$ cat src/rtl/seg7_scan_if.sv
// Display-driver bundle: scan controls and value in, segment/digit drive and frame pulse out.
// Signal names carry the direction as seen by the seg7_scan driver (slave side).
interface seg7_scan_if;
    logic        en_i;
    logic [15:0] value_i;
    logic [3:0]  dp_i;
    logic [6:0]  seg_o;
    logic        dp_o;
    logic [3:0]  dig_o;
    logic        frame_o;

    modport master (
        output en_i, value_i, dp_i,
        input  seg_o, dp_o, dig_o, frame_o
    );

    modport slave (
        input  en_i, value_i, dp_i,
        output seg_o, dp_o, dig_o, frame_o
    );
endinterface

$ cat src/rtl/seg7_scan.sv
// Multiplexed 4-digit hex 7-segment scanner with a blanking guard between digits
// and a once-per-frame snapshot of the displayed value and decimal points.
module seg7_scan #(
    parameter int CLK_HZ         = 27_000_000,
    parameter int DIGIT_HZ       = 1_000,
    parameter int BLANK_CYC      = 27,
    parameter bit ACTIVE_LOW_SEG = 1'b1,
    parameter bit ACTIVE_LOW_DIG = 1'b1,
    parameter bit LZ_SUPPRESS    = 1'b0
) (
    input  logic        clk_i,
    input  logic        rst_i,
    seg7_scan_if.slave  bus
);
    localparam int DWELL = CLK_HZ / DIGIT_HZ;
    localparam int CW    = (DWELL > 1) ? $clog2(DWELL) : 1;
    localparam logic [CW-1:0] BLANK_LAST = CW'(BLANK_CYC - 1);
    localparam logic [CW-1:0] DWELL_LAST = CW'(DWELL - 1);

    generate
        if (!(DWELL > BLANK_CYC && BLANK_CYC >= 1)) begin : g_bad_cfg
            $error("seg7_scan: configuration requires DWELL > BLANK_CYC >= 1");
        end
    endgenerate

    typedef enum logic [1:0] {
        ST_IDLE  = 2'd0,
        ST_BLANK = 2'd1,
        ST_DRIVE = 2'd2
    } state_t;

    state_t        state_q;
    logic [CW-1:0] cnt_q;
    logic [1:0]    digit_q;
    logic [15:0]   snap_val_q;
    logic [3:0]    snap_dp_q;
    logic          snap_pend_q;
    logic [6:0]    seg_q;
    logic          dp_q;
    logic [3:0]    dig_q;
    logic          frame_q;

    logic [6:0]    seg_pat [4];
    logic [3:0]    zero_hi;
    logic          dark_d;
    logic [6:0]    seg_d;
    logic [3:0]    dig_d;

    function automatic logic [6:0] hex7(input logic [3:0] n);
        logic [6:0] p;
        case (n)
            4'h0: p = 7'h3F;
            4'h1: p = 7'h06;
            4'h2: p = 7'h5B;
            4'h3: p = 7'h4F;
            4'h4: p = 7'h66;
            4'h5: p = 7'h6D;
            4'h6: p = 7'h7D;
            4'h7: p = 7'h07;
            4'h8: p = 7'h7F;
            4'h9: p = 7'h6F;
            4'hA: p = 7'h77;
            4'hB: p = 7'h7C;
            4'hC: p = 7'h39;
            4'hD: p = 7'h5E;
            4'hE: p = 7'h79;
            default: p = 7'h71;
        endcase
        return p;
    endfunction

    // zero_hi[n]: nibble n and every nibble above it are zero in the snapshot.
    genvar gi;
    generate
        for (gi = 0; gi < 4; gi++) begin : g_digit
            assign seg_pat[gi] = hex7(snap_val_q[4*gi +: 4]);
            assign zero_hi[gi] = (snap_val_q[15:4*gi] == '0);
        end
    endgenerate

    always_comb begin
        dark_d = LZ_SUPPRESS && (digit_q != 2'd0) && zero_hi[digit_q];
        seg_d  = dark_d ? 7'h00 : seg_pat[digit_q];
        dig_d  = dark_d ? 4'b0000 : (4'b0001 << digit_q);
    end

    // Reset lands in BLANK with a pending snapshot so the first frame starts on the next edge.
    always_ff @(posedge clk_i or posedge rst_i) begin
        if (rst_i) begin
            state_q     <= ST_BLANK;
            cnt_q       <= '0;
            digit_q     <= 2'd0;
            snap_val_q  <= '0;
            snap_dp_q   <= '0;
            snap_pend_q <= 1'b1;
            seg_q       <= '0;
            dp_q        <= 1'b0;
            dig_q       <= '0;
            frame_q     <= 1'b0;
        end else begin
            frame_q <= 1'b0;
            if (!bus.en_i) begin
                state_q <= ST_IDLE;
                cnt_q   <= '0;
                digit_q <= 2'd0;
                seg_q   <= '0;
                dp_q    <= 1'b0;
                dig_q   <= '0;
            end else begin
                case (state_q)
                    ST_IDLE: begin
                        state_q     <= ST_BLANK;
                        cnt_q       <= '0;
                        digit_q     <= 2'd0;
                        snap_val_q  <= bus.value_i;
                        snap_dp_q   <= bus.dp_i;
                        snap_pend_q <= 1'b0;
                        frame_q     <= 1'b1;
                    end
                    ST_BLANK: begin
                        if (snap_pend_q) begin
                            snap_val_q  <= bus.value_i;
                            snap_dp_q   <= bus.dp_i;
                            snap_pend_q <= 1'b0;
                            frame_q     <= 1'b1;
                        end else if (cnt_q == BLANK_LAST) begin
                            state_q <= ST_DRIVE;
                            cnt_q   <= cnt_q + CW'(1);
                            seg_q   <= seg_d;
                            dp_q    <= snap_dp_q[digit_q];
                            dig_q   <= dig_d;
                        end else begin
                            cnt_q <= cnt_q + CW'(1);
                        end
                    end
                    ST_DRIVE: begin
                        if (cnt_q == DWELL_LAST) begin
                            state_q <= ST_BLANK;
                            cnt_q   <= '0;
                            digit_q <= digit_q + 2'd1;
                            seg_q   <= '0;
                            dp_q    <= 1'b0;
                            dig_q   <= '0;
                            // Wrapping past digit 3 starts a new frame.
                            if (digit_q == 2'd3) begin
                                snap_val_q <= bus.value_i;
                                snap_dp_q  <= bus.dp_i;
                                frame_q    <= 1'b1;
                            end
                        end else begin
                            cnt_q <= cnt_q + CW'(1);
                        end
                    end
                    default: begin
                        state_q <= ST_IDLE;
                        cnt_q   <= '0;
                        digit_q <= 2'd0;
                        seg_q   <= '0;
                        dp_q    <= 1'b0;
                        dig_q   <= '0;
                    end
                endcase
            end
        end
    end

    assign bus.seg_o   = ACTIVE_LOW_SEG ? ~seg_q : seg_q;
    assign bus.dp_o    = ACTIVE_LOW_SEG ? ~dp_q  : dp_q;
    assign bus.dig_o   = ACTIVE_LOW_DIG ? ~dig_q : dig_q;
    assign bus.frame_o = frame_q;
endmodule

$ cat src/flat_wrapper.sv
// flat-port wrapper written by rule: the top's interface ports become plain ports
module seg7_scan_flat 
#(
    parameter int CLK_HZ         = 27_000_000,
    parameter int DIGIT_HZ       = 1_000,
    parameter int BLANK_CYC      = 27,
    parameter bit ACTIVE_LOW_SEG = 1'b1,
    parameter bit ACTIVE_LOW_DIG = 1'b1,
    parameter bit LZ_SUPPRESS    = 1'b0
)
  (clk_i, rst_i, bus_en_i, bus_value_i, bus_dp_i, bus_seg_o, bus_dp_o, bus_dig_o, bus_frame_o);
  seg7_scan_if bus_i ();
  input  logic clk_i;
  input  logic rst_i;
  input wire logic [$bits(bus_i.en_i)-1:0] bus_en_i;
  input wire logic [$bits(bus_i.value_i)-1:0] bus_value_i;
  input wire logic [$bits(bus_i.dp_i)-1:0] bus_dp_i;
  output wire logic [$bits(bus_i.seg_o)-1:0] bus_seg_o;
  output wire logic [$bits(bus_i.dp_o)-1:0] bus_dp_o;
  output wire logic [$bits(bus_i.dig_o)-1:0] bus_dig_o;
  output wire logic [$bits(bus_i.frame_o)-1:0] bus_frame_o;
  assign bus_i.en_i = bus_en_i;
  assign bus_i.value_i = bus_value_i;
  assign bus_i.dp_i = bus_dp_i;
  assign bus_seg_o = bus_i.seg_o;
  assign bus_dp_o = bus_i.dp_o;
  assign bus_dig_o = bus_i.dig_o;
  assign bus_frame_o = bus_i.frame_o;
  seg7_scan #(.CLK_HZ(CLK_HZ), .DIGIT_HZ(DIGIT_HZ), .BLANK_CYC(BLANK_CYC), .ACTIVE_LOW_SEG(ACTIVE_LOW_SEG), .ACTIVE_LOW_DIG(ACTIVE_LOW_DIG), .LZ_SUPPRESS(LZ_SUPPRESS)) u_core (.clk_i(clk_i), .rst_i(rst_i), .bus(bus_i));
endmodule
$ cat config.mk
export PLATFORM = sky130hd
export DESIGN_NAME = seg7_scan_flat
export DESIGN_NICKNAME = d
export VERILOG_FILES = /design/src/rtl/seg7_scan_if.sv /design/src/rtl/seg7_scan.sv /design/src/flat_wrapper.sv
export SDC_FILE = /design/constraint.sdc
export NUM_CORES = 1
export LEC_CHECK = 0
export CAP_MARGIN = 20
export CORE_ASPECT_RATIO = 2
export CORE_MARGIN = 2
export CORE_UTILIZATION = 63
export DETAILED_ROUTE_END_ITERATION = 8
export GPL_TIMING_DRIVEN = 0
export PLACE_DENSITY = 0.86
export SYNTH_ARGS = -nofsm -noshare
export SYNTH_HDL_FRONTEND = slang
export SYNTH_SLANG_ARGS = --single-unit
$ cat constraint.sdc
create_clock -name clk_i -period 5.67 [get_ports clk_i]
set_input_delay 1.134 -clock clk_i [delete_from_list [all_inputs] [get_ports clk_i]]
set_output_delay 1.134 -clock clk_i [all_outputs]
set_load 0.01 [all_outputs]
Word-level counts from Yosys, hierarchy flattened
Memories as Yosys holds them, arrays and structs flattened.
Cells that the tools add are included.
{"block": "totals", "regBits": 53, "latch_bits": 0, "mem_bits_rw": 0, "rom_bits": 448, "in_bits": 23, "output_inout_bits": 13, "elab_cells": 89, "memories": 4}
{"block": "classes", "addsub": 2, "multipliers": 0, "div_mod_pow": 0, "magnitude_cmp": 2, "n_eq_ne": 13, "shift": 1, "mux": 45, "n_bitwise": 4, "n_reduce_logical": 8}
{"memory": "(name not given)", "words": 16, "word_bits": 7, "read_ports": 1, "rd_clocked_by_memory_dff": 0, "write_ports": 0, "line_no": "seg7_scan.sv:51", "rtl": "case (n)"}
{"memory": "(name not given)", "words": 16, "word_bits": 7, "read_ports": 1, "rd_clocked_by_memory_dff": 0, "write_ports": 0, "line_no": "seg7_scan.sv:51"}
{"memory": "(name not given)", "words": 16, "word_bits": 7, "read_ports": 1, "rd_clocked_by_memory_dff": 0, "write_ports": 0, "line_no": "seg7_scan.sv:51"}
{"memory": "(name not given)", "words": 16, "word_bits": 7, "read_ports": 1, "rd_clocked_by_memory_dff": 0, "write_ports": 0, "line_no": "seg7_scan.sv:51"}
{"op": "two-way mux 16 bit", "n": 3}
{"op": "one-hot mux 16 bit (3 select lines)", "n": 1}
{"op": "two-way mux 15 bit", "n": 3}
{"op": "two-way mux 7 bit", "n": 6}
{"op": "one-hot mux 15 bit (2 select lines)", "n": 1}
{"op": "two-way mux 4 bit", "n": 7}
{"op": "one-hot mux 4 bit (3 select lines)", "n": 2}
{"op": "one-hot mux 7 bit (3 select lines)", "n": 1}
{"op": "adder 15 x 1 -> 15 bit (second input constant)", "n": 1}
{"op": "equality test 15 bit (second input constant)", "n": 1}
{"op": "equality test 15 x 5 -> 1 bit (second input constant)", "n": 1}
{"op": "binary-select mux 7 bit (select 2 bit)", "n": 1}
{"op": "two-way mux 2 bit", "n": 6}
{"op": "two-way mux 1 bit", "n": 9}
{"op": "NOT 7 bit", "n": 1}
{"op": "!= test 2 x 1 -> 1 bit (second input constant)", "n": 3}
{"op": "!= test 3 x 2 -> 1 bit (second input constant)", "n": 2}
{"op": "one-hot mux 1 bit (3 select lines)", "n": 2}
{"op": "one-hot mux 2 bit (3 select lines)", "n": 1}
{"op": "AND reduction 5 bit", "n": 1}
{"op": "equality test 2 bit (second input constant)", "n": 2}
{"op": "!= test 2 bit (second input constant)", "n": 2}
{"op": "NOT 4 bit", "n": 1}
{"op": "one-hot mux 2 bit (2 select lines)", "n": 1}
{"op": "15 further kinds", "n": 16}

Longest topological paths before layout
{"block": "depth", "depth_word": 8, "mapped_depth": 8, "mapped_depth_nobuf": 7}

Least setup slack after synthesis
Ideal clock, no wire load.
{"block": "synth_path", "path_type": "input to register", "from": "in bus_en_i", "to": "reg u_core.cnt_q[14]", "t_arrival_ns": 2.213, "slack_ns": 3.338, "stages": 6, "path_buffers": 1, "path_cell_list": "and3_1 > clkbuf_1 > nor3b_1 > nand4_1 > xor2_1 > nor2_2"}
{"block": "synth_between", "elab_chain_cells": 1, "elab_cells_between_ends": 2, "classes_between": "eq/ne: 1; mux: 1"}
{"element": "start, declared", "line_no": "flat_wrapper.sv:15", "rtl": "input wire logic [$bits(bus_i.en_i)-1:0] bus_en_i;"}
{"element": "!= test 3 bit (no source line) or two-way mux 15 bit (tied branches)"}
{"element": "end signal, assigned", "line_no": "seg7_scan.sv:128", "rtl": "cnt_q <= cnt_q + CW'(1);"}
{"element": "end signal, assigned", "line_no": "seg7_scan.sv:133", "rtl": "cnt_q <= cnt_q + CW'(1);"}
{"element": "end signal, assigned", "line_no": "seg7_scan.sv:151", "rtl": "cnt_q <= cnt_q + CW'(1);"}
{"element": "end, declared", "line_no": "seg7_scan.sv:33", "rtl": "logic [CW-1:0] cnt_q;"}
Parallel ways exist; a longest one is shown, timed or not.
A chain may end at the register's enable or synchronous reset.

Worst setup path in the final report
Ends and elaborated chain as after synthesis.

==> results by group <==
Outcome
  – Run status: complete, no violations

Placed design
  – Global placer's final weighted congestion: 0.9290
  – Placed insts: 460
  – Hpwl dp: 6683 um
  – PortBufs: 35

Floorplanning
  – Die Wd: 59.51 um
  – Die area: 6845 um^2
  – I/O pin count: 36
  – Cell row count: 40
  – Core Region: 6006 um^2
  – Starting Density: 64.65%
  – Die height: 115.0 um

Drt
  – Total number of vias: 2950
  – DRC Markers: 0
  – WL/cell: 18.87 um
  – Drt first pass iters: 5
  – DR iter-0 viols: 144
  – Number of vias per cell: 6.303
  – DRT antenna net count: 0
  – Drt total wl: 8831 um

Pwr
  – Leak Pwr: 1.955 nW
  – Power per cell area: 390.5 nW/um^2
  – Clock power frac: 17.2%
  – Peak supply drop: 0.2937 mV
  – Internal power: 1.083 mW
  – Total power: 1.746 mW
  – Comb power frac: 51.2%
  – Net Sw Power: 0.6625 mW
  – Sequential Power Share: 31.7%
  – Sw Ratio: 37.95%

Clocking
  – Clk slew on worst S/H paths: 0.07 ns
  – Clock Sinks: 53
  – H-tree Lvls: 2
  – CTS buffer count: 5
  – CTS tree: built
  – Clock Path Buffers: 2
  – Post-CTS sizing: 0
  – Insertion delay to the later sink of the worst-skew pair: 0.30 ns
  – Hold_buf cts: 0
  – Root buf cell: clkbuf_16
  – Post-CTS setup buffers: 0

Layout
  – Synth-to-layout area growth: 15.15%
  – Final nets: 461
  – Ant. Diodes: 0
  – Share of cells above drive strength 1: 18.27%
  – Core Util, Final: 74.44%
  – Fin cells: 468
  – Number of fill cells in the layout: 431

Timing
  – Clock skew: 0.003251 ns
  – RSZ-0062 raised after global routing: false
  – Final Hold Vio Count: 0
  – Tmin final: 2.942 ns
  – Setup violators final: 0
  – Worst Tran Pin Value: 0.6557 ns
  – Fin. max-slew vios: 0
  – Relative slew slack: 56.19%
  – Fmax: 339.9 MHz
  – Fin crit share: 51.89%
  – Setup TNS: 0 ns

GRT
  – Initial antenna violation count: 0
  – Vias in the first global route: 3125
  – GRT Overall Usage: 28.87%
  – Largest net degree at the start of global routing: 30
  – First-pass GRT wire length: 14930 um
  – Grt ovf: 0

Yosys
  – Post-Syn Area: 3882 um^2
  – Register bit total from synthesis: 53
  – Dominant cells by area after synthesis: dfrtp_1 33%, ha_1 11%, mux2_4 7.7%, mux2i_1 3.6%, mux4_2 3.5%
  – Yosys warning total: 0
  – Most frequent cell after synthesis: dfrtp_1
  – Most frequent cells after synthesis: 51 x dfrtp_1, 34 x ha_1, 34 x inv_1
  – Yosys top cell area share: 32.87%
  – Cell taking the most area after synthesis: dfrtp_1
  – Post-synthesis cell count: 361
  – Main flop type after synthesis: dfrtp_1
  – Number of synthesized flops with an enable pin: 0
  – FFs w/ async S/R, synth: 100.0%
  – Syn avg cell area: 10.75 um^2
  – Seq/Total Area, Yosys: 34.22%
  – Post-synthesis cell type count: 57
  – Post-Syn Nets: 418

Critical path
  – Crit path launch type: primary input
  – CP Capture Type: register
  – Critical path fanouts, max: 8
  – Critical path arrival: 3.14 ns
  – Crit Path Category: in -> reg
  – Critical Path RT: 5.86 ns

Run
  – Max-cap violation count: 0

Worst hold path
  – HP Class: reg -> reg
## power by group through the flow
stage	Clock (mW)	Sequential (mW)	Combinational [mW]
after global routing	0.316	0.566	0.973
after floorplan	0	0.530	0.688
after global placement	0	0.549	0.839
after CTS	0.303	0.551	0.888
final	0.300	0.553	0.893
after detailed placement	0	0.556	0.875
## per-stage QoR
step / hold WS (ns) / instance area, um^2 / setup slack, ns
2_1_floorplan: 0.4545 / 3882 / 3.253
3_3_place_gp: 0.4770 / 4312 / 2.277
3_5_place_dp: 0.4866 / 4332 / 2.407
4_1_cts: 0.5010 / 4471 / 2.718
5_1_grt: 0.5278 / 4471 / 2.495
6_report: 0.4998 / 4471 / 2.728
## path summary, 6_finish.rpt
kind / from / endpoint / slack [ns] / depth (start not counted)
max in group asynchronous: rst_i / u_core.state_q[0] / 3.85 / 3
max: bus_en_i / u_core.cnt_q[14] / 2.73 / 7
min reg2reg: u_core.seg_q[4] / u_core.seg_q[4] / 0.50 / 2
min in group asynchronous: rst_i / u_core.snap_dp_q[1] / 1.20 / 2
min: u_core.seg_q[4] / u_core.seg_q[4] / 0.50 / 2
max reg2reg: u_core.cnt_q[0] / u_core.snap_val_q[6] / 3.25 / 7
## cell usage in the layout (no fill, tap or decap), types with 5 or more instances in the layout
| cell | instances |
|---|---|
| nand2_1 | 24 |
| inv_1 | 33 |
| o21ai_0 | 5 |
| mux4_2 | 6 |
| clkbuf_16 | 5 |
| and3_1 | 7 |
| mux2_4 | 20 |
| a21oi_1 | 11 |
| nor2_1 | 13 |
| xnor2_1 | 5 |
| dfrtp_1 | 51 |
| mux2_2 | 5 |
| a22o_1 | 9 |
| mux2i_1 | 14 |
| ha_1 | 34 |
| clkdlybuf4s50_1 | 35 |
| nand4_1 | 7 |
| nor2_2 | 10 |
| clkbuf_8 | 8 |
| xor2_1 | 6 |
| nand3_1 | 9 |
| nor2b_1 | 8 |
| nor3_1 | 5 |
## critical path, stage by stage
cell and delay, ns:
clkdlybuf4s50_1 0.53, and3_1 0.24, clkbuf_1 0.18, nor3b_1 0.60, nand4_1 0.19, xor2_1 0.21
nor2_2 0.04
## kinds of logic (layout without fill, tap and decap cells)
family                   Yosys count  in the layout  synth area share (%)
AND/OR/NAND/NOR                  106            106                 15.50
AO/OA/AOI/OAI                     63             63                 12.99
flip-flops                        53             53                 34.22
buffers and inverters             49             93                 7.573
multiplexers                      45             45                 16.27
adder cells (fa/ha/maj)           34             34                 10.96
XOR/XNOR                          11             11                 2.481
## flip-flops by register name, summed over array words and instances (netlist names)
register,count
u_core.bus.frame_o,1
u_core.state_q,2
u_core.snap_val_q,16
u_core.dp_q,1
u_core.snap_dp_q,4
u_core.digit_q,2
u_core.snap_pend_q,1
u_core.seg_q,7
u_core.dig_q,4
u_core.cnt_q,15
## per-layer routing
layer | GRT usage (%) | up-vias | wire length, um
met5 | 0 | - | 0
met4 | 17.04 | 0 | 410
met3 | 4.049 | 28 | 230
met2 | 52.23 | 77 | 5010
met1 | 30.18 | 1454 | 3180
li1 | - | 1391 | -
## cell type report
cell class	instances	area (um^2)	area share, %
sequential	53	1329	29.72
tap	63	78.83	1.763
inverter	34	127.6	2.855
clock inverter	2	10.01	0.2239
timing repair buffer	36	370.4	8.284
clock buffer	6	128.9	2.883
multi-input combinational	259	2260	50.55
buffer	15	166.4	3.722
Note: power is estimated with default switching activity, not from simulation.
